### src/rtl/jtframe_sdram_pkg.sv
// Shared types and helpers for the SDRAM bank client.
// Holds the client FSM state encoding and the slot-width to word-address shift.
package jtframe_sdram_pkg;

    typedef enum logic [1:0] {
        ST_IDLE     = 2'd0,
        ST_WAIT_ACK = 2'd1,
        ST_WAIT_RDY = 2'd2
    } state_t;

    // Shift that turns a DW-sized slot address into a 16-bit word address:
    // negative = shift right, positive = shift left.
    function automatic int word_shift(input int dw);
        case (dw)
            8:       return -1;
            32:      return 1;
            default: return 0;
        endcase
    endfunction

endpackage

### src/rtl/jtframe_sdram_client_mux.sv
// Read data select for the SDRAM bank client.
// Picks the slot-sized value out of the 32-bit line: whole line for DW=32,
// one 16-bit word for DW=16, one byte of the selected word for DW=8.
module jtframe_sdram_client_mux
    import jtframe_sdram_pkg::*;
#(
    parameter int DW = 16
) (
    input  logic [31:0]   line,
    input  logic          word_sel,
    input  logic          byte_sel,
    output logic [DW-1:0] data
);

    logic [15:0] word;
    logic        unused_sel;

    assign word = word_sel ? line[31:16] : line[15:0];

    generate
        if (DW == 32) begin : g_dw32
            assign data       = line;
            assign unused_sel = ^{word, word_sel, byte_sel};
        end else if (DW == 8) begin : g_dw8
            assign data       = byte_sel ? word[15:8] : word[7:0];
            assign unused_sel = 1'b0;
        end else begin : g_dw16
            assign data       = word;
            assign unused_sel = byte_sel;
        end
    endgenerate

endmodule

### src/rtl/jtframe_sdram_bank_client.sv
// SDRAM bank client: turns a level-held game-side read (addr/cs) into
// 32-bit line fetches on a bank port and serves dout from the line register.
//
// Build option: JTFRAME_SDRAM_CLIENT_CACHE_EN
//   defined   - the line register is a one-line cache; hits skip the bank.
//   undefined - the line is dropped whenever cs falls or addr moves, so every
//               new access fetches again.
//
// state       | meaning
// ------------+---------------------------------------------------------
// ST_IDLE     | no fetch in flight; hits drive ok, misses issue ba_rd
// ST_WAIT_ACK | ba_rd held high until the controller takes the request
// ST_WAIT_RDY | request accepted, waiting for the line on din
module jtframe_sdram_bank_client
    import jtframe_sdram_pkg::*;
#(
    parameter int AW  = 22,
    parameter int DW  = 16,
    parameter int BAW = 22
) (
    input  logic           clk,
    input  logic           rst,
    input  logic [AW-1:0]  addr,
    input  logic           cs,
    input  logic           clr,
    output logic           ok,
    output logic [DW-1:0]  dout,
    output logic [BAW-1:0] ba_addr,
    output logic           ba_rd,
    input  logic           ba_ack,
    input  logic           ba_rdy,
    input  logic [31:0]    din
);

    localparam int WSH = word_shift(DW);
    localparam int XW  = (AW + 1 > BAW) ? AW + 1 : BAW;

    state_t         state;
    logic [31:0]    line;
    logic [BAW-1:0] tag;
    logic           valid;
    logic           clr_pend;

    logic [XW-1:0]  addr_x;
    logic [XW-1:0]  word_x;
    logic [BAW-1:0] word_addr;
    logic [BAW-1:0] line_addr;
    logic           unused_hi;

    logic           fill;
    logic           fresh;
    logic           hit;
    logic [31:0]    line_n;
    logic [BAW-1:0] tag_n;
    logic           valid_n;
    logic           ok_n;
    logic [DW-1:0]  mux_data;

    assign addr_x = XW'(addr);

    generate
        if (WSH < 0) begin : g_shr
            assign word_x = addr_x >> 1;
        end else if (WSH > 0) begin : g_shl
            assign word_x = addr_x << 1;
        end else begin : g_same
            assign word_x = addr_x;
        end
    endgenerate

    assign word_addr = word_x[BAW-1:0];
    assign line_addr = {word_addr[BAW-1:1], 1'b0};
    assign unused_hi = ^word_x;

`ifdef JTFRAME_SDRAM_CLIENT_CACHE_EN
    assign fresh = 1'b1;
`else
    logic [AW-1:0] addr_q;

    // Previous address, used to spot a new access within the same line
    always_ff @(posedge clk) begin
        if (rst) begin
            addr_q <= '0;
        end else begin
            addr_q <= addr;
        end
    end

    assign fresh = cs && (addr == addr_q);
`endif

    assign hit = valid && fresh && (tag == line_addr);

    // Next line/tag/valid: a fill loads din, clr (now or during the fetch) kills valid
    always_comb begin
        fill    = ((state == ST_WAIT_ACK) && ba_ack && ba_rdy) ||
                  ((state == ST_WAIT_RDY) && ba_rdy);
        line_n  = fill ? din : line;
        tag_n   = fill ? ba_addr : tag;
        valid_n = fill ? !(clr || clr_pend) : valid;
        if (clr) begin
            valid_n = 1'b0;
        end
`ifndef JTFRAME_SDRAM_CLIENT_CACHE_EN
        if (!cs || (addr != addr_q)) begin
            valid_n = 1'b0;
        end
`endif
        ok_n = cs && valid_n && (tag_n == line_addr);
    end

    jtframe_sdram_client_mux #(
        .DW(DW)
    ) u_mux (
        .line     (line_n),
        .word_sel (word_addr[0]),
        .byte_sel (addr[0]),
        .data     (mux_data)
    );

    // Request FSM plus the line, tag, valid, ok and dout registers
    always_ff @(posedge clk) begin
        if (rst) begin
            state    <= ST_IDLE;
            ba_rd    <= 1'b0;
            ba_addr  <= '0;
            ok       <= 1'b0;
            dout     <= '0;
            line     <= '0;
            tag      <= '0;
            valid    <= 1'b0;
            clr_pend <= 1'b0;
        end else begin
            line  <= line_n;
            tag   <= tag_n;
            valid <= valid_n;
            dout  <= mux_data;
            ok    <= 1'b0;

            if (fill || (state == ST_IDLE)) begin
                clr_pend <= 1'b0;
            end else if (clr) begin
                clr_pend <= 1'b1;
            end

            case (state)
                ST_IDLE: begin
                    if (cs && !hit) begin
                        ba_rd   <= 1'b1;
                        ba_addr <= line_addr;
                        state   <= ST_WAIT_ACK;
                    end else begin
                        ok <= ok_n;
                    end
                end
                ST_WAIT_ACK: begin
                    if (ba_ack) begin
                        ba_rd <= 1'b0;
                        if (ba_rdy) begin
                            ok    <= ok_n;
                            state <= ST_IDLE;
                        end else begin
                            state <= ST_WAIT_RDY;
                        end
                    end
                end
                ST_WAIT_RDY: begin
                    if (ba_rdy) begin
                        ok    <= ok_n;
                        state <= ST_IDLE;
                    end
                end
                default: begin
                    ba_rd <= 1'b0;
                    state <= ST_IDLE;
                end
            endcase
        end
    end

endmodule
### config.mk
export PLATFORM = sky130hd
export DESIGN_NAME = jtframe_sdram_bank_client
export DESIGN_NICKNAME = d
export VERILOG_FILES = /design/src/rtl/jtframe_sdram_pkg.sv /design/src/rtl/jtframe_sdram_client_mux.sv /design/src/rtl/jtframe_sdram_bank_client.sv
export SDC_FILE = /design/constraint.sdc
export NUM_CORES = 1
export LEC_CHECK = 0
export CAP_MARGIN = 20
export CELL_PAD_IN_SITES_DETAIL_PLACEMENT = 1
export CELL_PAD_IN_SITES_GLOBAL_PLACEMENT = 1
export CORE_ASPECT_RATIO = 0.5
export CORE_MARGIN = 2
export CORE_UTILIZATION = 41
export CTS_BUF_LIST = sky130_fd_sc_hd__clkbuf_4
export DETAILED_ROUTE_END_ITERATION = 8
export PLACE_DENSITY_LB_ADDON = 0.15
export SYNTH_ARGS = -nofsm -noshare
export SYNTH_HDL_FRONTEND = slang
export SYNTH_SLANG_ARGS = --single-unit
### constraint.sdc
create_clock -name clk -period 2.2 [get_ports clk]
set_input_delay 0.22 -clock clk [delete_from_list [all_inputs] [get_ports clk]]
set_output_delay 0.22 -clock clk [all_outputs]
set_load 0.005 [all_outputs]
==> key figures <==
Yosys
  – Mean area per synthesized cell: 9.43 sq um
  – Warning count from the yosys run: 0
  – Largest area contributor in the netlist: sky130_fd_sc_hd__dfxtp_1
  – Compound-Gate Fraction of Synth Area: 0.126
  – Cells after Synth: 545
  – Number of distinct library cells after synthesis: 53
  – XOR/XNOR Fraction of Synth Area: 0.0733
  – Synthesized-area fraction occupied by adder cells: 0
  – Synthesized-area fraction occupied by and/or/nand/nor cells: 0.215
  – Number of flops mapped to enable cells by yosys: 0
  – Commonest cells in the synthesized netlist: 119 x sky130_fd_sc_hd__dfxtp_1, 53 x sky130_fd_sc_hd__a21oi_1, 42 x sky130_fd_sc_hd__nor2b_1
  – Main combinational cell family by area after synthesis: simple AND/OR/NAND/NOR gates
  – Commonest register cell after synthesis: sky130_fd_sc_hd__dfxtp_1
  – Proportion of synthesized area in mux cells: 0.0772
  – Proportion of register bits with asynchronous set or reset after synthesis: 0
  – Most numerous cell in the Yosys netlist: sky130_fd_sc_hd__dfxtp_1
  – Number of synthesized register bits: 119
  – Syn nets: 605
  – Area share of the largest cell type after synthesis: 0.463
  – Post-synthesis instance area: 5140 sq um
  – Top cells by area, synth: sky130_fd_sc_hd__dfxtp_1 46%, sky130_fd_sc_hd__xor2_1 6.6%, sky130_fd_sc_hd__a21oi_1 5.2%
  – Sequential fraction of the synthesis area: 0.463

Outcome
  – Result of the run: complete, but fails checks
  – Violations in the final reports: setup timing

Global routing
  – Total global-route track usage: 0.273
  – Initial antenna violation count: 0
  – First-pass GRT wire length: 28,400 um
  – Remaining global-route overflow: 0
  – Via count of the first global-routing pass: 5,251
  – Pin count of the biggest net entering global routing: 102

Clocking
  – Number of buffers added by the clock tree synthesis step: 17
  – Reg clk slew, reported paths: 0.13 ns
  – Clk_lat worst skew: 0.56 ns
  – Number of H-tree levels: 4
  – CTS tree: done
  – Library cell used as clock root buffer: sky130_fd_sc_hd__clkbuf_4
  – Buffer depth of the longest clock path: 2
  – Number of clock sinks: 119

Placement
  – Total of buffers placed on input and output ports: 98
  – Last weighted congestion value of the routability-driven placer: 0.829
  – Post-detailed-placement half-perimeter wirelength: 10,900 um
  – Cell area reported after detailed placement: 6780 sq um

Floorplanning
  – Initial core utilization: 0.428
  – Height of the die: 83.2 um
  – X dimension of the die: 162 um
  – Area of the die: 13,500 sq um
  – # rows: 28
  – Number of top-level design ports: 100
  – Area of the core: 12,000 sq um

Drt
  – First DRT Iteration DRCs: 429
  – First-pass iteration count of the detailed router: 7
  – Count of nets left with antenna violations after detail routing: 0
  – DR DRC count: 0
  – Routed wire per std cell: 23.2 um
  – Routed wire length: 21,100 um
  – Vias per inst: 5.68
  – DR vias: 5,170

Finish
  – Final cell area excluding filler cells: 7620 sq um
  – Final layout net count: 792
  – Proportion of layout cells with a drive suffix above 1: 0.274
  – Diode count: 0
  – Final Util: 0.634
  – Relative area change from synthesis to final layout: 48.2%

Worst setup path
  – Critical path's top delay family: compound AO/OA/AOI/OAI gates
  – Flop2flop setup slack: -0.35 ns
  – Highest fanout seen on the critical path: 6
  – Kind of critical path: register to register
  – Worst reg-to-reg path cell count: 10
  – CP cell instances: buf_6 -> nand3b_4 -> buf_6 -> buf_6 -> buf_4 -> a21boi_1 -> o21ai_0 -> a22oi_2 -> nand4bb_4 -> a2111oi_4
  – Worst endpoint data arrival time: 3.00 ns
  – Critical Path Most Common Cell: sky130_fd_sc_hd__buf_6
  – Required time of the critical path: 2.65 ns
  – Worst Setup SP: state[0]
  – Reg-to-reg startpoint: state[0]
  – Bufs and invs on worst path: 4
  – Timing endpoint of the critical path: ok
  – Critical Path Stages: 10
  – Endpoint of the lowest-slack register-to-register path: ok
  – Crit path capture type: register
  – Cell with the biggest individual delay on the critical path: sky130_fd_sc_hd__dfxtp_2
  – Type of element launching the critical path: register
  – CP peak stage delay: 0.36 ns

Timing
  – Worst hold margin: 0.187 ns
  – Final hold vios: 0
  – Skew final: 0.0254 ns
  – Max-slew violations: 0
  – Headroom to the max-slew limit: 0.401
  – Transition time of the tightest slew-check pin: 0.890 ns
  – Period Utilization, post-route: 1.16
  – Min cycle time layout: 2.55 ns
  – Final setup violation count: 23
  – Setup repair after global routing missed its margin: true
  – Highest clock frequency the design can meet: 393 MHz
  – Final setup margin: -0.346 ns

Min path
  – Worst min-delay path class: input pin to register
  – Worst hold start: rst

Pwr
  – Leakage component of the power: 3.22 nW
  – Power density over cell area: 652 nW/um^2
  – Worst-case vdd ir drop: 306 uV

Flow run
  – Total of max-cap violations: 0
where the power goes:
| part | total (W) | leakage, nW | internal [W] | switching [W] |
|---|---|---|---|---|
| Combinational | 0.000911 | 2.10 | 0.000480 | 0.000431 |
| Sequential | 0.00232 | 0.976 | 0.00226 | 0.0000610 |
| Clock | 0.00174 | 0.153 | 0.000717 | 0.00102 |
state kept, by name (all words and copies together) (netlist names):
signal and cells:
state 2, tag 22, addr_q 22, clr_pend 1
valid 1, line 32, dout 16, ba_addr 21
ok 1, ba_rd 1
layer usage:
layer | wire, um | share of wire | global-route usage | vias to the layer above
li1 | - | - | - | 2265
met5 | 0 | 0 | 0 | -
met4 | 824 | 0.039 | 0.0981 | 0
met1 | 8730 | 0.41 | 0.353 | 2546
met3 | 1710 | 0.081 | 0.0759 | 81
met2 | 9880 | 0.47 | 0.438 | 278
through the flow:
| stage | setup WS [ns] | power [W] | std cells | setup TNS [ns] |
|---|---|---|---|---|
| floorplan | 0.130 | 0.00268 | 545 | 0 |
| global placement | -0.660 | 0.00308 | 860 | -11.92 |
| detailed placement | -0.684 | 0.00309 | 860 | -17.67 |
| CTS | -0.0651 | 0.00488 | 905 | -0.853 |
| global route | -0.378 | 0.00513 | 910 | -5.53 |
| finish | -0.346 | 0.00497 | 910 | -4.31 |
how the worst min path moves through the flow:
stage	endpoint	slack, ns	cells after the start
finish	line[20]	0.19	3
global route	line[20]	0.19	3
detailed placement	line[0]	0.46	2
CTS	line[29]	0.19	3
global placement	line[7]	0.45	2
floorplan	line[0]	0.37	2
worst reg2reg max path, delay by kind of cell (launching register included):
family	cells	cell delay [ns]
buffers and inverters	4	0.54
and+or+nand+nor	2	0.38
DFF	1	0.36
AOI/OAI and AO/OA	4	1.19
cells in the final DEF (no fill, tap or decap), types with 18 or more instances in the layout:
| cell type | instances |
|---|---|
| sky130_fd_sc_hd__a21oi_1 | 52 |
| sky130_fd_sc_hd__buf_4 | 90 |
| sky130_fd_sc_hd__clkdlybuf4s50_1 | 97 |
| sky130_fd_sc_hd__mux2_4 | 21 |
| sky130_fd_sc_hd__nor2_1 | 39 |
| sky130_fd_sc_hd__dfxtp_1 | 115 |
| sky130_fd_sc_hd__clkbuf_4 | 18 |
| sky130_fd_sc_hd__nand2_1 | 35 |
| sky130_fd_sc_hd__nor2b_1 | 42 |
| sky130_fd_sc_hd__xor2_1 | 38 |
cell families after synthesis:
family | Yosys count
xor+xnor | 43
flops | 119
other cells | 1
mux | 37
buf+inv | 38
compound gates | 106
simple gates | 201
final cells by class:
cell class / count / area (sq um)
multi-input cells: 389 / 2830
inverters: 3 / 11.3
clock buffers: 18 / 135
repair buffers: 202 / 1880
flip-flops and latches: 119 / 2390
fillers: 1352 / 4400
clock inverters: 14 / 164
well taps: 165 / 206
timing repair:
item / CTS / global route
setup buffers: 13 / 5
gates resized for setup: 65 / 18
hold buffers: 0 / 0
gates cloned: 2 / 0
pin swaps: 13 / 11
setup endpoints to repair: 22 / 28
Power figures use the tool's default switching activity.
